===== src/rtl/ghost_mover.sv =====
// Sprite mover: steps a sprite origin once every FRAME_DIV frames, clamping and bouncing at the screen edges.
// Optional macro GHOST_WANDER_EN: bounces turn 90 degrees, picked by an 8-bit LFSR.
module ghost_mover #(
  parameter int H_MAX     = 640,
  parameter int V_MAX     = 480,
  parameter int SPRITE    = 16,
  parameter int FRAME_DIV = 1
) (
  input  logic        clk,
  input  logic        reset,
  input  logic        frame_start,
  input  logic        run,
  input  logic        wr,
  input  logic [1:0]  wr_addr,
  input  logic [15:0] wr_data,
  output logic [10:0] x0,
  output logic [10:0] y0,
  output logic [3:0]  ctrl,
  output logic        moving
);

  localparam logic [11:0] XMAX     = 12'(H_MAX - SPRITE);
  localparam logic [11:0] YMAX     = 12'(V_MAX - SPRITE);
  localparam logic [7:0]  DIV_LAST = 8'(FRAME_DIV - 1);

  typedef enum logic [1:0] {STOP, WAIT, MOVE} state_t;

  state_t      state;
  logic [7:0]  frame_cnt;
  logic [3:0]  speed;

  // Returns {bounce, new_pos}; a hit on either limit clamps and flags a bounce.
  function automatic logic [12:0] step_pos(input logic [11:0] pos, input logic [3:0] spd,
                                           input logic dec, input logic [11:0] lim);
    logic [11:0] spd_w;
    logic [11:0] sum;
    logic [12:0] res;
    spd_w = {8'd0, spd};
    sum   = pos + spd_w;
    if (dec) begin
      if (pos <= spd_w) res = {1'b1, 12'd0};
      else              res = {1'b0, pos - spd_w};
    end else begin
      if (sum >= lim)   res = {1'b1, lim};
      else              res = {1'b0, sum};
    end
    return res;
  endfunction

  function automatic logic [10:0] clamp_load(input logic [10:0] val, input logic [11:0] lim);
    logic [10:0] res;
    if ({1'b0, val} > lim) res = lim[10:0];
    else                   res = val;
    return res;
  endfunction

  logic [1:0]  dir;
  logic        vert;
  logic        dec;
  logic [12:0] step_r;
  logic        bounce;
  logic [1:0]  new_dir;
  logic        do_step;

  assign dir  = ctrl[1:0];
  assign vert = dir[1];
  // Screen y grows downwards, so "up" (10) decrements and "left" (01) decrements.
  assign dec  = dir[1] ^ dir[0];
  assign step_r = step_pos(vert ? {1'b0, y0} : {1'b0, x0}, speed, dec, vert ? YMAX : XMAX);
  assign bounce = step_r[12];

  // A write landing in the MOVE cycle takes priority and the whole step is discarded.
  assign do_step = (state == MOVE) && run && !wr && (speed != 4'd0);

`ifdef GHOST_WANDER_EN
  logic [7:0] lfsr;
  logic       lfsr_fb;
  assign lfsr_fb = lfsr[7] ^ lfsr[5] ^ lfsr[4] ^ lfsr[3];
  assign new_dir = !bounce ? dir : (vert ? {1'b0, lfsr[0]} : {1'b1, lfsr[0]});

  always_ff @(posedge clk) begin
    if (reset)              lfsr <= 8'h01;
    else if (state == MOVE) lfsr <= {lfsr[6:0], lfsr_fb};
  end
`else
  assign new_dir = bounce ? (dir ^ 2'b01) : dir;
`endif

  logic unused_bits;
  assign unused_bits = ^{wr_data[15:11], step_r[11]};

  always_ff @(posedge clk) begin
    if (reset) begin
      state     <= STOP;
      frame_cnt <= 8'd0;
      moving    <= 1'b0;
      x0        <= 11'd0;
      y0        <= 11'd0;
      ctrl      <= 4'd0;
      speed     <= 4'd1;
    end else begin
      if (!run) begin
        state     <= STOP;
        frame_cnt <= 8'd0;
        moving    <= 1'b0;
      end else begin
        case (state)
          STOP: begin
            state  <= WAIT;
            moving <= 1'b1;
          end
          WAIT: begin
            if (frame_start) begin
              if (frame_cnt == DIV_LAST) begin
                frame_cnt <= 8'd0;
                state     <= MOVE;
              end else begin
                frame_cnt <= frame_cnt + 8'd1;
              end
            end
          end
          MOVE:    state <= WAIT;
          default: state <= STOP;
        endcase
      end

      if (wr) begin
        case (wr_addr)
          2'd0: x0    <= clamp_load(wr_data[10:0], XMAX);
          2'd1: y0    <= clamp_load(wr_data[10:0], YMAX);
          2'd2: speed <= wr_data[3:0];
          2'd3: ctrl  <= wr_data[3:0];
          default: ;
        endcase
      end else if (do_step) begin
        if (vert) y0 <= step_r[10:0];
        else      x0 <= step_r[10:0];
        ctrl[1:0] <= new_dir;
      end
    end
  end

endmodule


===== config.mk =====
export PLATFORM = sky130hd
export DESIGN_NAME = ghost_mover
export DESIGN_NICKNAME = d
export VERILOG_FILES = /design/src/rtl/ghost_mover.sv
export SDC_FILE = /design/constraint.sdc
export NUM_CORES = 1
export LEC_CHECK = 0
export CORE_MARGIN = 2
export CORE_UTILIZATION = 25
export DETAILED_ROUTE_END_ITERATION = 12
export PLACE_DENSITY = 0.43
export SKIP_CTS_REPAIR_TIMING = 1
export SLEW_MARGIN = 15
export SYNTH_ARGS = -nofsm -noshare
export SYNTH_HDL_FRONTEND = slang
export SYNTH_SLANG_ARGS = --single-unit
export TNS_END_PERCENT = 10

===== constraint.sdc =====
create_clock -name clk -period 4.7 [get_ports clk]
set_clock_uncertainty 0.05 [all_clocks]
set_input_delay 0.94 -clock clk [delete_from_list [all_inputs] [get_ports clk]]
set_output_delay 0.94 -clock clk [all_outputs]
set_load 0.05 [all_outputs]

==> impl_results.md <==
- Largest net degree at the start of global routing: 29
- Final setup fails: 0
- Slowest CP cell: o31ai_2
- Setup TNS: 0 ns
- Critical Path Fanout Max: 8
- Gpl congestion: 0.743
- Mean Syn Cell Area: roughly 8.3 sq um
- Largest area contributor in the netlist: dfxtp_1
- Share of cells above drive strength 1: 9.51%
- Ports: 50
- Clock power frac: 36.4%
- Starting Density: 25.4%
- Distinct cell type count of the synthesized netlist: 73
- CP Cell Sequence: mux2_2, ha_1, inv_1, a21oi_1, a22oi_1, xnor2_1, inv_1, ha_1, nand3_1, o31ai_2, a2111oi_0, a211oi_1, o32ai_1
- DRC: 0
- Top cells by area, synth: dfxtp_1, ha_1, nor2_1
- Final ANT Viol Nets: 0
- Worst-Skew Late Latency: between 0.2 and 0.3 ns
- Clock-pin slew on the worst setup and hold paths: 0.06 ns
- EDFF count, synth: 0
- Tightest Pin Transition: 0.904 ns
- Critical path launch point type: flop
- WL/cell: 18.0 um
- Status: complete, no violations
- First-pass DRT Iterations: 5
- Max-cap violations: 0
- Max H-tree Level: 2
- Synth warn: 0
- Max_slew headroom: between 30 and 40%
- CTS tree: built
- CTS sink count: 41
- Synthesized area: slightly above 0.003 sq mm
- Post-synth top area share: 27.0%
- Pint: 680 uW
- CP Class: reg2reg
- First-pass GRT wire length: approximately 16 mm
- Critical Path AT: about 4.3 ns
- Worst hold path class: reg2reg
- Core ar.: between 0.01 and 0.015 sq mm
- Layout fillers: 1294
- Setup WS post-layout: 0.471 ns
- GRT Residual Overflow: 0
- Slew Viols, Final: 0
- Routed WL: 10.0 mm
- Max VDD drop: 140 uV
- Register area share after synthesis: 27.0%
- Sw Pwr: 306 uW
- Crit path required time: 4.79 ns
- RSZ-0062 raised after global routing: no
- Layout area overhead: 25.3%
- Longest Clk Path Bufs: 2
- Chip width: 114 um
- Pleak: 0.00143 uW
- CTS Buf Count: 5
- Tot GR Track Use: 15.8%
- Net Sw Frac: ~31%
- Vias in the first global route: between 2000 and 3000
- WHS: 0.428 ns
- Fmax: 236 MHz
- Tcrit/Tclk final: 90.0%
- CP Capture Type: flop
- Final Hold Viols: 0
- Max stage delay on crit path: 0.53 ns
- Row count: 40
- Synth Flop Type: dfxtp_1
- Antenna diode count: 0
- Post-Synthesis Cells: 368
- Number of synthesized register bits: a little over 40
- Post-Syn Nets: 407
- Die height: 114 um
- PD cells: 259 mW/mm^2
- Synth async-reset ratio: 0%
- Die area: 0.0131 sq mm
- Crit path max-delay family: compound AO/OA/AOI/OAI gates
- Comb pwr share: 25.4%
- Via/cell ratio: 5.38
- Vias: approximately 3000
- Total Nets Final: around 450
- Initial antenna violation count: 0
- Post-route minimum period: 4.23 ns
- Worst Path Buf+Inv: 2
- Final HPWL DP: 7.74 mm
- Place WS: about 0.36 ns
- Sequential Power Share: 38.3%
- First DRT Iteration DRCs: ~190
- Number of port buffers: 44
- Root Driver: clkbuf_16
- Finished Core Util: 31.9%
## state kept, by name, summed over array words and instances, names as in the netlist
signal     count
x0            11
y0            11
frame_cnt      8
ctrl           4
speed          4
state          2
moving         1
## power by group through the flow
stage | Clock, uW | Combinational [uW] | Sequential (uW)
after detailed placement | 0 | 247 | 385
after floorplan | 0 | 132 | 413
final | 359 | 250 | 377
after global routing | 382 | 272 | 379
after CTS | 366 | 249 | 378
after global placement | 0 | 247 | 386
## synthesized netlist by cell type, types with 3 or more instances
cell	instances
nand3_1	13
nor2b_1	8
ha_1	14
o21ai_0	20
o22ai_1	4
nand3b_1	3
and3_1	4
xor2_1	10
o211ai_1	3
nor3_1	5
a31oi_1	9
o32ai_1	3
nand4b_1	3
clkbuf_1	14
o41ai_2	4
a21oi_1	26
dfxtp_1	41
nand2_1	20
nand4_1	5
inv_1	15
nor2_1	42
a211oi_1	7
o2111ai_1	3
mux2i_1	14
mux2_2	3
a21o_1	4
nor4_1	4
xnor2_1	10
## kinds of logic after synthesis
group	share of synthesized area [%]
AND/OR/NAND/NOR	20.4
AO/OA/AOI/OAI	29.5
flip-flops	27.0
buffers and inverters	4.52
XOR/XNOR	5.76
multiplexers	5.72
adder cells (fa/ha/maj)	7.08
## per-stage QoR
step | instances | instance area, sq um | total power [uW]
after floorplan | 368 | 3040 | 545
after global placement | 549 | 3650 | 632
after detailed placement | 549 | 3650 | 633
after CTS | 557 | 3800 | 993
after global routing | 557 | 3810 | 1030
final | 557 | 3810 | 987
## worst min-delay path: cells and delay by family, from the launching register on
kind / cells / cell delay, ns
flops: 1 / 0.33
simple gates: 2 / 0.11
## path summary, 6_finish.rpt
check,from,endpoint,slack [ns],depth (start not counted)
setup / recovery,ctrl[1]$_SDFFE_PP0P_,y0[5]$_SDFFE_PP0P_,0.47,13
hold / removal,moving$_SDFFE_PP0P_,moving$_SDFFE_PP0P_,0.43,2
setup reg to reg,ctrl[1]$_SDFFE_PP0P_,y0[5]$_SDFFE_PP0P_,0.47,13
hold reg to reg,moving$_SDFFE_PP0P_,moving$_SDFFE_PP0P_,0.43,2
## cells in the final DEF (no fill, tap or decap), types with 9 or more instances in the layout
cell type	count
nand2_1	20
ha_1	14
clkdlybuf4s50_1	44
xnor2_1	10
mux2i_1	14
xor2_1	10
o21ai_0	20
nand3_1	13
inv_1	15
nor2_1	42
dfxtp_1	40
a21oi_1	26
a31oi_1	9
## layout make-up
cell class              instances  area [sq um]  area share (%)
clock buffers                   7           153            4.01
clock inverters                 1          5.00           0.131
inverters                      15          56.3            1.48
multi-input cells             294          2090            54.9
flip-flops and latches         41           822            21.6
well taps                     147           184            4.83
repair buffers                 52           500            13.1
## per-layer routing
layer	track usage, %	vias to the layer above	part of all wire (%)
met5	0	-	0
met4	3.33	0	1.4
met3	3.18	8	5.0
met2	24.9	95	44
met1	22.5	1435	49
li1	-	1456	-
Note: power is estimated with default switching activity, not from simulation.
